## config.mk

```make
export PLATFORM = sky130hd
export DESIGN_NAME = int_to_fp_converter
export DESIGN_NICKNAME = d
export VERILOG_FILES = /design/src/rtl/int_to_fp_converter.sv
export SDC_FILE = /design/constraint.sdc
export NUM_CORES = 1
export LEC_CHECK = 0
export CAP_MARGIN = 20
export CORE_ASPECT_RATIO = 0.6
export CORE_MARGIN = 4
export CORE_UTILIZATION = 35
export DETAILED_ROUTE_END_ITERATION = 6
export SLEW_MARGIN = 20
export SYNTH_ARGS = -nofsm -noshare
export SYNTH_HDL_FRONTEND = slang
export SYNTH_SLANG_ARGS = --single-unit
```

## constraint.sdc

```tcl
create_clock -name clk -period 3.73 [get_ports clk]
set_clock_uncertainty 0.1 [all_clocks]
set_input_delay 0.746 -clock clk [delete_from_list [all_inputs] [get_ports clk]]
set_output_delay 0.746 -clock clk [all_outputs]
set_load 0.005 [all_outputs]
```

## src/rtl/int_to_fp_converter.sv

```systemverilog
// Sequential 32-bit integer to IEEE 754 single-precision converter.
// Normalizes one bit per cycle, rounds to nearest-even, and uses valid/ready on both sides.
module int_to_fp_converter #(
  parameter int unsigned BIAS      = 127,
  parameter int unsigned INT_WIDTH = 32
) (
  input  logic                 clk,
  input  logic                 rst_n,
  input  logic                 in_valid,
  output logic                 in_ready,
  input  logic [INT_WIDTH-1:0] in_data,
  input  logic                 in_signed,
  output logic                 out_valid,
  input  logic                 out_ready,
  output logic [31:0]          out_data,
  output logic                 out_inexact,
  output logic                 busy
);

  // The exponent starts at the value for a magnitude whose MSB is already set.
  localparam logic [7:0] ExpStart = 8'(BIAS + INT_WIDTH - 1);

  typedef enum logic [1:0] {StIdle, StNorm, StRound, StDone} state_e;

  state_e                 state_q, state_d;
  logic                   sign_q, sign_d;
  logic [INT_WIDTH-1:0]   mag_q, mag_d;
  logic [7:0]             exp_q, exp_d;
  logic [31:0]            out_data_q, out_data_d;
  logic                   inexact_q, inexact_d;

  logic                   in_neg;
  logic [INT_WIDTH-1:0]   in_mag;
  logic [22:0]            frac;
  logic                   guard;
  logic                   sticky;
  logic                   round_up;
  logic [23:0]            frac_sum;
  logic [7:0]             rnd_exp;

  // Sign and magnitude of the presented integer; -2^31 maps to 0x80000000 unchanged.
  always_comb begin
    in_neg = in_signed & in_data[INT_WIDTH-1];
    in_mag = in_neg ? (~in_data + 1'b1) : in_data;
  end

  // Round-to-nearest-even on the normalized magnitude; a mantissa carry bumps the exponent.
  always_comb begin
    frac     = mag_q[30:8];
    guard    = mag_q[7];
    sticky   = |mag_q[6:0];
    round_up = guard & (sticky | frac[0]);
    frac_sum = {1'b0, frac} + 24'(round_up);
    rnd_exp  = exp_q + 8'(frac_sum[23]);
  end

  // Next-state and datapath updates for the conversion sequence.
  always_comb begin
    state_d    = state_q;
    sign_d     = sign_q;
    mag_d      = mag_q;
    exp_d      = exp_q;
    out_data_d = out_data_q;
    inexact_d  = inexact_q;
    unique case (state_q)
      StIdle: begin
        if (in_valid) begin
          sign_d = in_neg;
          mag_d  = in_mag;
          exp_d  = ExpStart;
          if (in_mag == '0) begin
            // Zero is always +0 and skips normalization entirely.
            sign_d     = 1'b0;
            out_data_d = 32'h0000_0000;
            inexact_d  = 1'b0;
            state_d    = StDone;
          end else begin
            state_d = StNorm;
          end
        end
      end
      StNorm: begin
        if (mag_q[INT_WIDTH-1]) begin
          state_d = StRound;
        end else begin
          mag_d = mag_q << 1;
          exp_d = exp_q - 8'd1;
        end
      end
      StRound: begin
        out_data_d = {sign_q, rnd_exp, frac_sum[22:0]};
        inexact_d  = guard | sticky;
        state_d    = StDone;
      end
      StDone: begin
        if (out_ready) begin
          state_d = StIdle;
        end
      end
      default: state_d = StIdle;
    endcase
  end

  // State and datapath registers; reset aborts any conversion in flight.
  always_ff @(posedge clk or negedge rst_n) begin
    if (!rst_n) begin
      state_q    <= StIdle;
      sign_q     <= 1'b0;
      mag_q      <= '0;
      exp_q      <= '0;
      out_data_q <= '0;
      inexact_q  <= 1'b0;
    end else begin
      state_q    <= state_d;
      sign_q     <= sign_d;
      mag_q      <= mag_d;
      exp_q      <= exp_d;
      out_data_q <= out_data_d;
      inexact_q  <= inexact_d;
    end
  end

  // Handshake and status outputs decoded from the state register.
  always_comb begin
    in_ready    = (state_q == StIdle);
    out_valid   = (state_q == StDone);
    busy        = (state_q != StIdle);
    out_data    = out_data_q;
    out_inexact = inexact_q;
  end

endmodule
```

# Word level (Yosys, flattened, before mapping)
# Cells that the tools add are included.
dict set report word_totals {
  reg_bits 76
  in_bits 37
  elab_cells 54
}
dict set report op_classes {
  n_addsub 4
  n_eq_ne 8
  mux 19
  n_bitwise 5
  n_reduce_logical 11
}
# cell n
set ops {}
lappend ops {{$mux W32} 5}
lappend ops {{$pmux W32 S2} 2}
lappend ops {{$add A32 B1 Y32 const B} 1}
lappend ops {{$logic_not A32 Y1} 1}
lappend ops {{$not A32 Y32} 1}
lappend ops {{$add A23 B1 Y24} 1}
lappend ops {{$mux W8} 2}
lappend ops {{$pmux W8 S2} 1}
lappend ops {{$reduce_and A3 Y1} 3}
lappend ops {{$add A8 B1 Y8} 1}
lappend ops {{$mux W2} 4}
lappend ops {{$pmux W2 S4} 1}
lappend ops {{$sub A8 B1 Y8 const B} 1}
lappend ops {{$reduce_or A7 Y1} 1}
lappend ops {{$ne A2 B2 Y1 const B} 3}
lappend ops {{$reduce_bool A2 Y1} 3}
lappend ops {{$eq A2 B2 Y1 const B} 2}
lappend ops {{$ne A2 B1 Y1 const B} 2}
lappend ops {{$reduce_and A2 Y1} 2}
lappend ops {{$mux W1} 3}
lappend ops {{$and A1 B1 Y1} 2}
lappend ops {{$eq A2 B1 Y1 const B} 1}
lappend ops {{$logic_not A2 Y1} 1}
lappend ops {{$or A1 B1 Y1} 2}
lappend ops {{$pmux W1 S2} 1}

# Logic depth before layout (Yosys ltp)
# Gate-level depths: netlist of the first run.
dict set report depth {
  ltp_word 7
  depth_mapped 15
  ltp_nobuf 15
}

# Least setup slack after synthesis of the first run
# No wires, ideal clock.
dict set report synth_timing {
  path_kind {input-to-reg}
  from {input port in_data[0]}
  to {register out_data_q[2] (netlist: out_data[2])}
  arrival_ns 3.225
  required_ns 3.492
  setup_slack_ns 0.267
  cell_stages 13
  n_path_buf 3
  path_cell_list {inv_1 ha_1 or4b_1 buf_2 o21ai_2 xnor2_1 or4_1 or3_1 nor4_4 and3b_1 buf_4 buf_6 o22ai_1}
}
dict set report synth_between {
  elab_chain_cells 6
}
# element line
set synth_lines {}
lappend synth_lines {{start: declaration} 11} ;# input logic [INT_WIDTH-1:0] in_data,
lappend synth_lines {{$not A32 Y32} 44} ;# in_mag = in_neg ? (~in_data + 1'b1) : in_data;
lappend synth_lines {{$add A32 B1 Y32} 44}
lappend synth_lines {{$mux W32 (*)} 44}
lappend synth_lines {{$logic_not A32 Y1 (*)} 71} ;# if (in_mag == '0) begin
lappend synth_lines {{$ne A2 B1 Y1 (no line) (*)} -}
lappend synth_lines {{$reduce_and A3 Y1 (no line) (*)} -}
lappend synth_lines {{end signal: assignment} 118} ;# out_data_q <= out_data_d;
lappend synth_lines {{end: declaration} 29} ;# logic [31:0] out_data_q, out_data_d;
# Mark *: on every way between the ends. The rest lies on a longest branch, timed or not.
# A chain may end at the register's enable or synchronous reset.

# Final worst setup path of the first run
dict set report layout_timing {
  from {input port in_data[12]}
  to {register out_data_q[19] (netlist: out_data[19])}
}
# Same word-level chain as after synthesis.

==> results of run 1 <==
## kinds of logic (layout without fill, tap and decap cells)
| logic type | Yosys count | after routing | synth area share [%] |
|---|---|---|---|
| buf+inv | 61 | 223 | 5.26 |
| xor+xnor | 63 | 63 | 10.8 |
| fa+ha+maj | 11 | 11 | 2.71 |
| simple gates | 259 | 259 | 24.9 |
| compound gates | 148 | 148 | 18.5 |
| mux | 2 | 2 | 0.418 |
| flops | 76 | 76 | 37.4 |
## final cells by class
type	instances	share of cell area, %
multi-input combinational	483	42.1
sequential	76	25.7
timing repair buffer	189	23.1
tap	192	3.24
clock buffer	10	3.09
clock inverter	6	1.84
inverter	18	0.911
## worst paths after layout
| check | start | end | cells past startpoint |
|---|---|---|---|
| worst max-delay path | in_data[12] | out_data[19]$_DFFE_PN0P_ | 12 |
| worst min-delay path | rst_n | state_q[0]$_DFFE_PN0P_ | 1 |
| worst max register to register | mag_q[2]$_DFFE_PN0P_ | out_data[30]$_DFFE_PN0P_ | 16 |
| worst min register to register | mag_q[0]$_DFFE_PN0P_ | mag_q[0]$_DFFE_PN0P_ | 2 |
| max in group asynchronous | rst_n | out_data[27]$_DFFE_PN0P_ | 2 |
| min in group clk | mag_q[0]$_DFFE_PN0P_ | mag_q[0]$_DFFE_PN0P_ | 2 |
## layout by cell type (no fill, tap or decap), types with 3 or more instances in the layout
master,synthesis,routed
a211oi_1,3,3
a21oi_1,24,24
a22oi_1,18,18
a31oi_1,10,8
and2_1,3,3
and3_1,4,4
and4_1,3,3
buf_12,0,5
buf_4,1,109
bufinv_16,0,4
clkbuf_16,0,11
clkdlybuf4s50_1,0,63
dfrtp_1,76,76
dlymetal6s2s_1,0,8
ha_1,11,10
inv_1,17,15
nand2_1,98,96
nand3_1,29,27
nand4_1,11,11
nor2_1,52,52
nor2b_1,4,4
nor3_1,15,11
nor3_2,1,5
nor3b_1,3,3
nor4_1,13,9
nor4_2,3,3
nor4_4,1,5
o21ai_0,34,34
o22ai_1,34,33
o32ai_1,4,3
or3_1,4,3
or4_4,0,3
xnor2_1,27,26
xor2_1,36,36
## metrics by stage
step,TNS (ps),utilization (%),instance area (um^2)
2_1_floorplan,0,-,5090
3_3_place_gp,-13460,48.2,6730
3_5_place_dp,-14300,48.2,6730
4_1_cts,0,51.0,7120
5_1_grt,-43.2,53.1,7410
6_report,0,53.1,7410
## flip-flops by register name, summed over array words and instances, names as in the netlist
| register | cells |
|---|---|
| state_q | 2 |
| sign_q | 1 |
| out_inexact | 1 |
| out_data | 32 |
| exp_q | 8 |
| mag_q | 32 |
## routing by layer
metal / vias up / GRT usage, %
met3: 18 / 4.80
li1: 2537 / -
met2: 163 / 27.7
met5: - / 0
met1: 2613 / 31.5
met4: 0 / 4.25
## power groups by stage
stage                     Sequential [mW]  Combinational (mW)  Clock [mW]
after global placement               1.50                1.81           0
after detailed placement             1.51                1.86           0
after floorplan                      1.42                1.07           0
after CTS                            1.51                1.87        1.09
final                                1.51                1.89        1.08
after global routing                 1.56                2.10        1.13
## worst max-delay path, cell delays in order
cell	delay [ps]
clkdlybuf4s50_1	450
buf_4	180
nor4_1	320
nand4_1	320
nor4_1	360
a211o_1	220
nand2_1	80
nor4_2	340
buf_4	180
and3b_2	310
clkbuf_16	200
o22ai_1	90
## what timing repair did
action,in CTS,in global routing
pin swaps,0,17
gates cloned,0,3
endpoints found under the setup margin,33,35
setup buffers,0,7
hold buffers,0,0
gates resized for setup,4,37
==> impl_results.md, run 1 <==
- Die footprint: 16,600 um^2
- Worst slack at placement: -436 ps
- Initial cell density of the core: 36.5%
- Congestion Overflow GR: 0
- Initial DRC count: 457
- Critical path required time: 3840 ps
- Number of synthesized register bits: 76
- Syn. warnings: 0
- Ports: 73
- Vias/cell: 5.47
- Register Area: 1900 um^2
- Net Sw Frac: 38.2%
- Most frequent cells after synthesis: nand2_1, dfrtp_1, nor2_1, xor2_1
- Clk slew on worst S/H paths: 60 ps
- Die X: 164 um
- CTS tree: built
- Final hold violations: 0
- Synthesized cell area: 5090 um^2
- Combinational Power Share: 42.2%
- Status: complete, no violations
- Total power: 4.48 mW
- Kind of critical path: input pin to flop
- Initial antenna violation count: 0
- Min Clock Period, post-route: 3680 ps
- Top-count cell post-synth: nand2_1
- CP Launch Type: input pin
- Routed Antenna Nets: 0
- Clock root buffer master: clkbuf_16
- Number of remaining DRC errors: 0
- Layout Cells excl Fill: 974
- Seq/Total Area, Yosys: 37.4%
- Vias in the first global route: 4,924
- WL/cell: 17.6 um
- Tcrit/Tclk final: 98.8%
- Top cell type by total area after synthesis: dfrtp_1
- Asr flop ratio synth: 100%
- Top routing layer used: met4
- Max-cap violations: 0
- Most used DFF post-synth: dfrtp_1
- Pre-antenna DRT Iters: 5
- Total GRT Usage: 20.1%
- Fraction of layout cells with a size suffix above 1: 22.3%
- Multi-input gate area in the final layout: 3120 um^2
- Fin nets: 825
- TritonCTS sink count: 76
- CTS H-tree lvls: 3
- Synth cell types: 63
- First-pass GRT wire length: 26.3 mm
- Met1 WL: 8.86 mm
- Clock share of power: 24.1%
- Syn Inst Count: 620
- Fillers: 1,325
- Worst vdd ir: 0.343 mV
- Total number of vias: 5,331
- Num CTS Buffers: 9
- Pwr per Cell Area: 605 nW/um^2
- Length of routed met2 wiring: 6.97 mm
- Syn_nets: 668
- Final WS setup: 46.4 ps
- GPL Wtd Cong: 0.914
- Fmax: 0.271 GHz
- Max Slew Vio Count: 0
- Rel. slew slack: 49.0%
- Clk buf depth: 2
- Worst-Margin Slew: 765 ps
- Cell-internal power: 2.77 mW
- Dpl cells: 948
- Worst Hold Class: input pin to async pin
- Critical path arrival: 3800 ps
- FP Rows: 33
- DRT Wirelength: 17.1 mm
- P_leak: 3.14 nW
- Post-synth EDFFs: 0
- Die H: 101 um
- Largest net degree at the start of global routing: 58
- HPWL Detailed: 12.9 mm
- Worst Setup End Kind: flop
- Count of final setup violators: 0
- Switching power: 1.71 mW
- Reg2reg setup slack: 280 ps
- Ant. Diodes: 0
- Crit-path max FO: 8
- Sequential share of power: 33.7%
- Clk_lat worst skew: 340 ps
- Wire length on met3: 1.12 mm
- Core area: 14,000 um^2
- Worst hold slack: 372 ps
- Port Buf Inserts: 72
- P&R area growth vs syn: 45.7%
- Synth Area per Inst: 8.21 um^2
- Synth top area cells: dfrtp_1, nand2_1, xor2_1
- Synth top area share: 37.4%
Power figures use the tool's default switching activity.
==> inputs of run 2 (changes only) <==
==> constraint.sdc (replaced) <==
create_clock -name clk -period 3.8 [get_ports clk]
set_clock_uncertainty 0.1 [all_clocks]
set_input_delay 0.76 -clock clk [delete_from_list [all_inputs] [get_ports clk]]
set_output_delay 0.76 -clock clk [all_outputs]
set_load 0.005 [all_outputs]
==> impl_results.md, run 2 (same netlist as run 1, synthesis figures left out) <==
- Status: complete, no violations
- P_leak: 2.97 nW (-5.5%)
- Fin nets: 813 (-1.5%)
- Min Clock Period, post-route: 3700 ps
- Routed Antenna Nets: 0 (unchanged)
- Core area: 14,000 um^2 (unchanged)
- Multi-input gate area in the final layout: 3040 um^2 (-2.7%)
- Fraction of layout cells with a size suffix above 1: 19.5% (-2.8 points)
- Die H: 101 um (unchanged)
- Pwr per Cell Area: 603 nW/um^2 (-0.32%)
- Worst Reg2Reg Path Length in Cells: 16 (unchanged)
- Kind of critical path: input pin to flop
- Most frequent cells in the layout: buf_4, nand2_1, dfrtp_1, clkdlybuf4s50_1, nor2_1
- FP Rows: 33 (unchanged)
- Congestion Overflow GR: 0 (unchanged)
- WL/cell: 17.3 um (-1.8%)
- Initial cell density of the core: 36.5% (unchanged)
- GPL Wtd Cong: 0.907 (-0.79%)
- RR Endpoint: out_data[30]$_DFFE_PN0P_
- Die X: 164 um (unchanged)
- Vias in the first global route: 4,948 (+0.49%)
- Total GRT Usage: 20.1% (-0.024 points)
- Worst-Margin Slew: 632 ps (-133 ps)
- Reg2reg setup slack: 280 ps (about the same)
- Dpl cells: 943 (-0.53%)
- Fin Setup TNS: 0 ps (unchanged)
- Total number of vias: 5,157 (-3.3%)
- Initial DRC count: 505 (+11%)
- Initial antenna violation count: 0 (unchanged)
- P&R area growth vs syn: 40.9%
- Most common cell after layout, fill and taps aside: buf_4
- HPWL Detailed: 12.9 mm (+0.30%)
- Worst slack at placement: -464 ps (-28.1 ps)
- Ant. Diodes: 0 (unchanged)
- Pre-antenna DRT Iters: 6 (+1)
- Layout Cells excl Fill: 962 (-1.2%)
- Worst R2R Start: mag_q[6]$_DFFE_PN0P_
- Critical path required time: 3920 ps (+80 ps)
- Port Buf Inserts: 72 (unchanged)
- Max-cap violations: 0 (unchanged)
- CP Launch Type: input pin
- Max Slew Vio Count: 0 (unchanged)
- Worst vdd ir: 0.260 mV (-24%)
- First-pass GRT wire length: 26.4 mm (+0.50%)
- Vias/cell: 5.36 (-2.1%)
- Ports: 73 (unchanged)
- Clk_lat worst skew: 350 ps (about the same)
- Fillers: 1,313 (-0.91%)
- CTS tree: built
- Rel. slew slack: 57.7% (+8.7 points)
- Clk slew on worst S/H paths: 60 ps (about the same)
- Tcrit/Tclk final: 97.4%
- Clock root buffer master: clkbuf_16
- Num CTS Buffers: 9 (unchanged)
- Fmax: 0.270 GHz
- Worst Setup End Kind: flop
- DRT Wirelength: 16.6 mm (-3.0%)
- Count of final setup violators: 0 (unchanged)
- Crit-path max FO: 16 (+8)
- Clk buf depth: 2 (unchanged)
- Largest net degree at the start of global routing: 58 (unchanged)
- Die footprint: 16,600 um^2 (unchanged)
- TritonCTS sink count: 76 (unchanged)
- Final hold violations: 0 (unchanged)
- CTS H-tree lvls: 3 (unchanged)
- Final WS setup: 100 ps (+53.6 ps)
- Critical path arrival: 3820 ps (+20 ps)
- Register Area: 1900 um^2 (unchanged)
- Worst Hold Class: input pin to async pin
- Number of remaining DRC errors: 0 (unchanged)
-- run 2: cell types whose count changed in the layout (fill, tap and decap cells not counted), moves of 2 or more --
cell and change:
buf_4 -9, clkdlybuf4s50_1 +8, dlymetal6s2s_1 -8, inv_1 +2
inv_2 -2, nand3_1 +2, nand3_2 -2, nor4_4 -2
or4_1 +3, or4_4 -3
-- run 2: what timing repair did --
item | in CTS | in global routing
gates cloned | 0 | 1
buffers inserted | 0 | 2
pin swaps | 0 | 3
endpoints found under the hold margin | 0 | 0
endpoints found under the setup margin | 33 | 35
hold buffers | 0 | 0
resized for setup | 2 | 16
-- run 2: per-stage QoR --
step	hold WS (ps)	util [%]	instance area (um^2)	total power, mW
global placement	394	47.9	6680	3.25
detailed placement	398	47.9	6680	3.31
floorplan	364	-	5090	2.45
global route	336	51.4	7170	4.63
CTS	305	50.4	7040	4.32
finish	291	51.4	7170	4.32
-- run 2: cell type report --
class                      instances  area share [%]
inverter                          18           0.942
multi-input combinational        483            42.4
tap                              192            3.35
clock inverter                     6            1.55
sequential                        76            26.5
clock buffer                      10            3.33
timing repair buffer             177            21.9
-- run 2: report_power, final --
part           internal, mW  total [mW]  switching (mW)  leakage, nW
registers              1.15        1.48           0.335        0.944
clock network         0.659        1.01           0.349        0.169
logic                 0.859        1.83           0.974         1.86
total                  2.66        4.32            1.66         2.97
-- run 2: critical path, cell delays in order --
cell and delay, ps:
clkdlybuf4s50_1 450, nor4_2 340, nand4_1 280, or4_1 580, xnor2_1 180, a31oi_1 160
nor4_2 340, buf_4 160, and3b_2 260, clkbuf_16 200, o22ai_1 90
-- run 2: how the worst max path moves through the flow --
stage	endpoint	startpoint	slack (ps)	depth (start not counted)
2_1_floorplan	out_data[2]$_DFFE_PN0P_	in_data[0]	320	13
3_3_place_gp	out_data[4]$_DFFE_PN0P_	in_data[0]	-430	14
3_5_place_dp	out_data[4]$_DFFE_PN0P_	in_data[0]	-460	14
4_1_cts	out_data[4]$_DFFE_PN0P_	in_data[0]	20	14
5_1_grt	out_data[10]$_DFFE_PN0P_	in_data[0]	-10	13
6_report	out_inexact$_DFFE_PN0P_	in_data[8]	100	11
-- run 2: per-layer routing --
| metal | vias up | track usage (%) | part of all wire [%] |
|---|---|---|---|
| met1 | 2479 | 31.5 | 51 |
| li1 | 2515 | - | - |
| met5 | - | 0 | 0 |
| met3 | 10 | 4.31 | 6.7 |
| met4 | 0 | 3.74 | 0.64 |
| met2 | 153 | 28.3 | 41 |
==> inputs of run 3 (changes only) <==
--- a/config.mk
+++ b/config.mk
@@ -7,7 +7,6 @@
 export LEC_CHECK = 0
 export CAP_MARGIN = 20
 export CORE_ASPECT_RATIO = 0.6
-export CORE_MARGIN = 4
 export CORE_UTILIZATION = 35
 export DETAILED_ROUTE_END_ITERATION = 6
 export SLEW_MARGIN = 20
==> impl_results.md, run 3 (same netlist as run 1, synthesis figures left out) <==
- Clock root buffer master: clkbuf_16
- P&R area growth vs syn: 38.7%
- Clk_lat worst skew: 330 ps (-20 ps)
- Most frequent cells in the layout: buf_4, nand2_1, dfrtp_1, clkdlybuf4s50_1, nor2_1
- First-pass GRT wire length: 25.9 mm (-1.9%)
- Number of remaining DRC errors: 0 (unchanged)
- Routed Antenna Nets: 0 (unchanged)
- Worst-Margin Slew: 704 ps (+72.3 ps)
- Pre-antenna DRT Iters: 5 (-1)
- Worst Setup End Kind: flop
- Largest net degree at the start of global routing: 58 (unchanged)
- Kind of critical path: input pin to flop
- Initial cell density of the core: 36.6% (+0.11 points)
- Worst path slowest cell: or4b_4
- FP Rows: 33 (unchanged)
- Worst R2R Start: mag_q[3]$_DFFE_PN0P_
- Most common cell after layout, fill and taps aside: buf_4
- Initial DRC count: 490 (-3.0%)
- Tcrit/Tclk final: 96.3% (-1.1 points)
- CP Cell Sequence: clkdlybuf4s50_1 -> buf_4 -> or4b_4 -> o21ai_2 -> xnor2_1 -> or4_1 -> or3_4 -> nor4_4 -> and3b_2 -> buf_12 -> o22ai_1
- Worst Reg2Reg Path Length in Cells: 16 (unchanged)
- RSZ-0062 raised after global routing: no
- Congestion Overflow GR: 0 (unchanged)
- Core area: 13,900 um^2 (-0.30%)
- WL/cell: 17.0 um (-1.8%)
- Clk slew on worst S/H paths: 60 ps (about the same)
- Worst vdd ir: 0.257 mV (-1.3%)
- P_leak: 2.92 nW (-1.5%)
- Vias/cell: 5.39 (+0.63%)
- GPL Wtd Cong: 0.941 (+3.7%)
- Worst Hold Class: input pin to async pin
- Status: complete, no violations
- Pwr per Cell Area: 579 nW/um^2 (-3.9%)
- Reg2reg setup slack: 380 ps (+100 ps)
- Ant. Diodes: 0 (unchanged)
- CTS H-tree lvls: 3 (unchanged)
- Fmax: 0.273 GHz (+1.1%)
- Die footprint: 15,000 um^2 (-9.4%)
- DRT Wirelength: 16.3 mm (-1.6%)
- Clk buf depth: 2 (unchanged)
- Fin area: 7060 um^2 (-1.6%)
- Fin Setup TNS: 0 ps (unchanged)
- Fraction of layout cells with a size suffix above 1: 18.8% (-0.67 points)
- Count of final setup violators: 0 (unchanged)
- Critical path arrival: 3750 ps (-70 ps)
- Vias in the first global route: 4,854 (-1.9%)
- Max Slew Vio Count: 0 (unchanged)
- Die X: 158 um (-3.7%)
- CP Launch Type: input pin
- Crit-path max FO: 17 (+1)
- Placed inst area: 6680 um^2 (about the same)
- Rel. slew slack: 53.0% (-4.7 points)
- Final hold violations: 0 (unchanged)
- Port Buf Inserts: 72 (unchanged)
- TritonCTS sink count: 76 (unchanged)
- HPWL Detailed: 12.6 mm (-2.4%)
- Total GRT Usage: 22.5% (+2.5 points)
- Critical path required time: 3890 ps (-30 ps)
- CTS tree: built
- Total number of vias: 5,195 (+0.74%)
- Initial antenna violation count: 0 (unchanged)
- RR Endpoint: out_data[30]$_DFFE_PN0P_
- Max incr delay on CP: 580 ps (about the same)
- Fin nets: 815 (+0.25%)
- Num CTS Buffers: 9 (unchanged)
- Max-cap violations: 0 (unchanged)
- Ports: 73 (unchanged)
- Min Clock Period, post-route: 3660 ps (-41.6 ps)
- Die H: 95.4 um (-5.9%)
==> run 3: cell count changes in the layout (fill, tap and decap cells not counted), sizes merged <==
cell and change:
buf +2, clkinvlp -1, bufinv -3, clkbuf +3
==> run 3: through the flow <==
stage	power, mW	cells	util (%)	hold WS (ps)	setup WS (ps)
detailed placement	3.29	945	48.0	399	-430
global route	4.41	963	50.7	440	0.332
CTS	4.09	960	50.1	397	49.3
finish	4.09	963	50.7	372	142
global placement	3.23	945	48.0	392	-361
floorplan	2.45	620	-	364	323
==> run 3: worst max path at each step <==
| stage | slack, ps | cells past startpoint | startpoint | endpoint |
|---|---|---|---|---|
| finish | 140 | 11 | in_data[4] | out_data[4]$_DFFE_PN0P_ |
| floorplan | 320 | 13 | in_data[0] | out_data[2]$_DFFE_PN0P_ |
| global placement | -360 | 13 | in_data[0] | out_data[4]$_DFFE_PN0P_ |
| global route | 0.3 | 14 | in_data[14] | out_data[16]$_DFFE_PN0P_ |
| CTS | 50 | 11 | in_data[4] | out_data[4]$_DFFE_PN0P_ |
| detailed placement | -430 | 15 | in_data[1] | out_data[4]$_DFFE_PN0P_ |
==> run 3: per-layer routing <==
metal  share of wire, %  vias up  GRT usage, %
met5                  0        -             0
met4               0.37        0          2.99
met3                5.7        7          5.32
met2                 43      133          33.1
met1                 51     2544          33.8
li1                   -     2511             -
==> run 3: power by group <==
part           internal [mW]  switching, mW  leakage, nW
sequential              1.15          0.327        0.944
clock                  0.472          0.318        0.135
combinational          0.858          0.968         1.84
==> run 3: what timing repair did <==
action / 4_1_cts / 5_1_grt
setup buffers: 0 / 2
resized for setup: 3 / 11
setup endpoints to repair: 33 / 34
hold buffers: 0 / 0
pin swaps: 0 / 3
gates cloned: 0 / 1
==> run 3: worst max-delay path: cells and delay by family <==
family	cells	cell delay [ps]
AND/OR/NAND/NOR	5	1820
buffers and inverters	3	810
AO/OA/AOI/OAI	2	240
XOR/XNOR	1	100
==> run 3: cell type report <==
type	instances	area [um^2]
fill	1336	6860
multi-input combinational	483	3000
sequential	76	1900
timing repair buffer	179	1570
clock buffer	13	260
tap	192	240
inverter	18	67.6
clock inverter	2	10.0
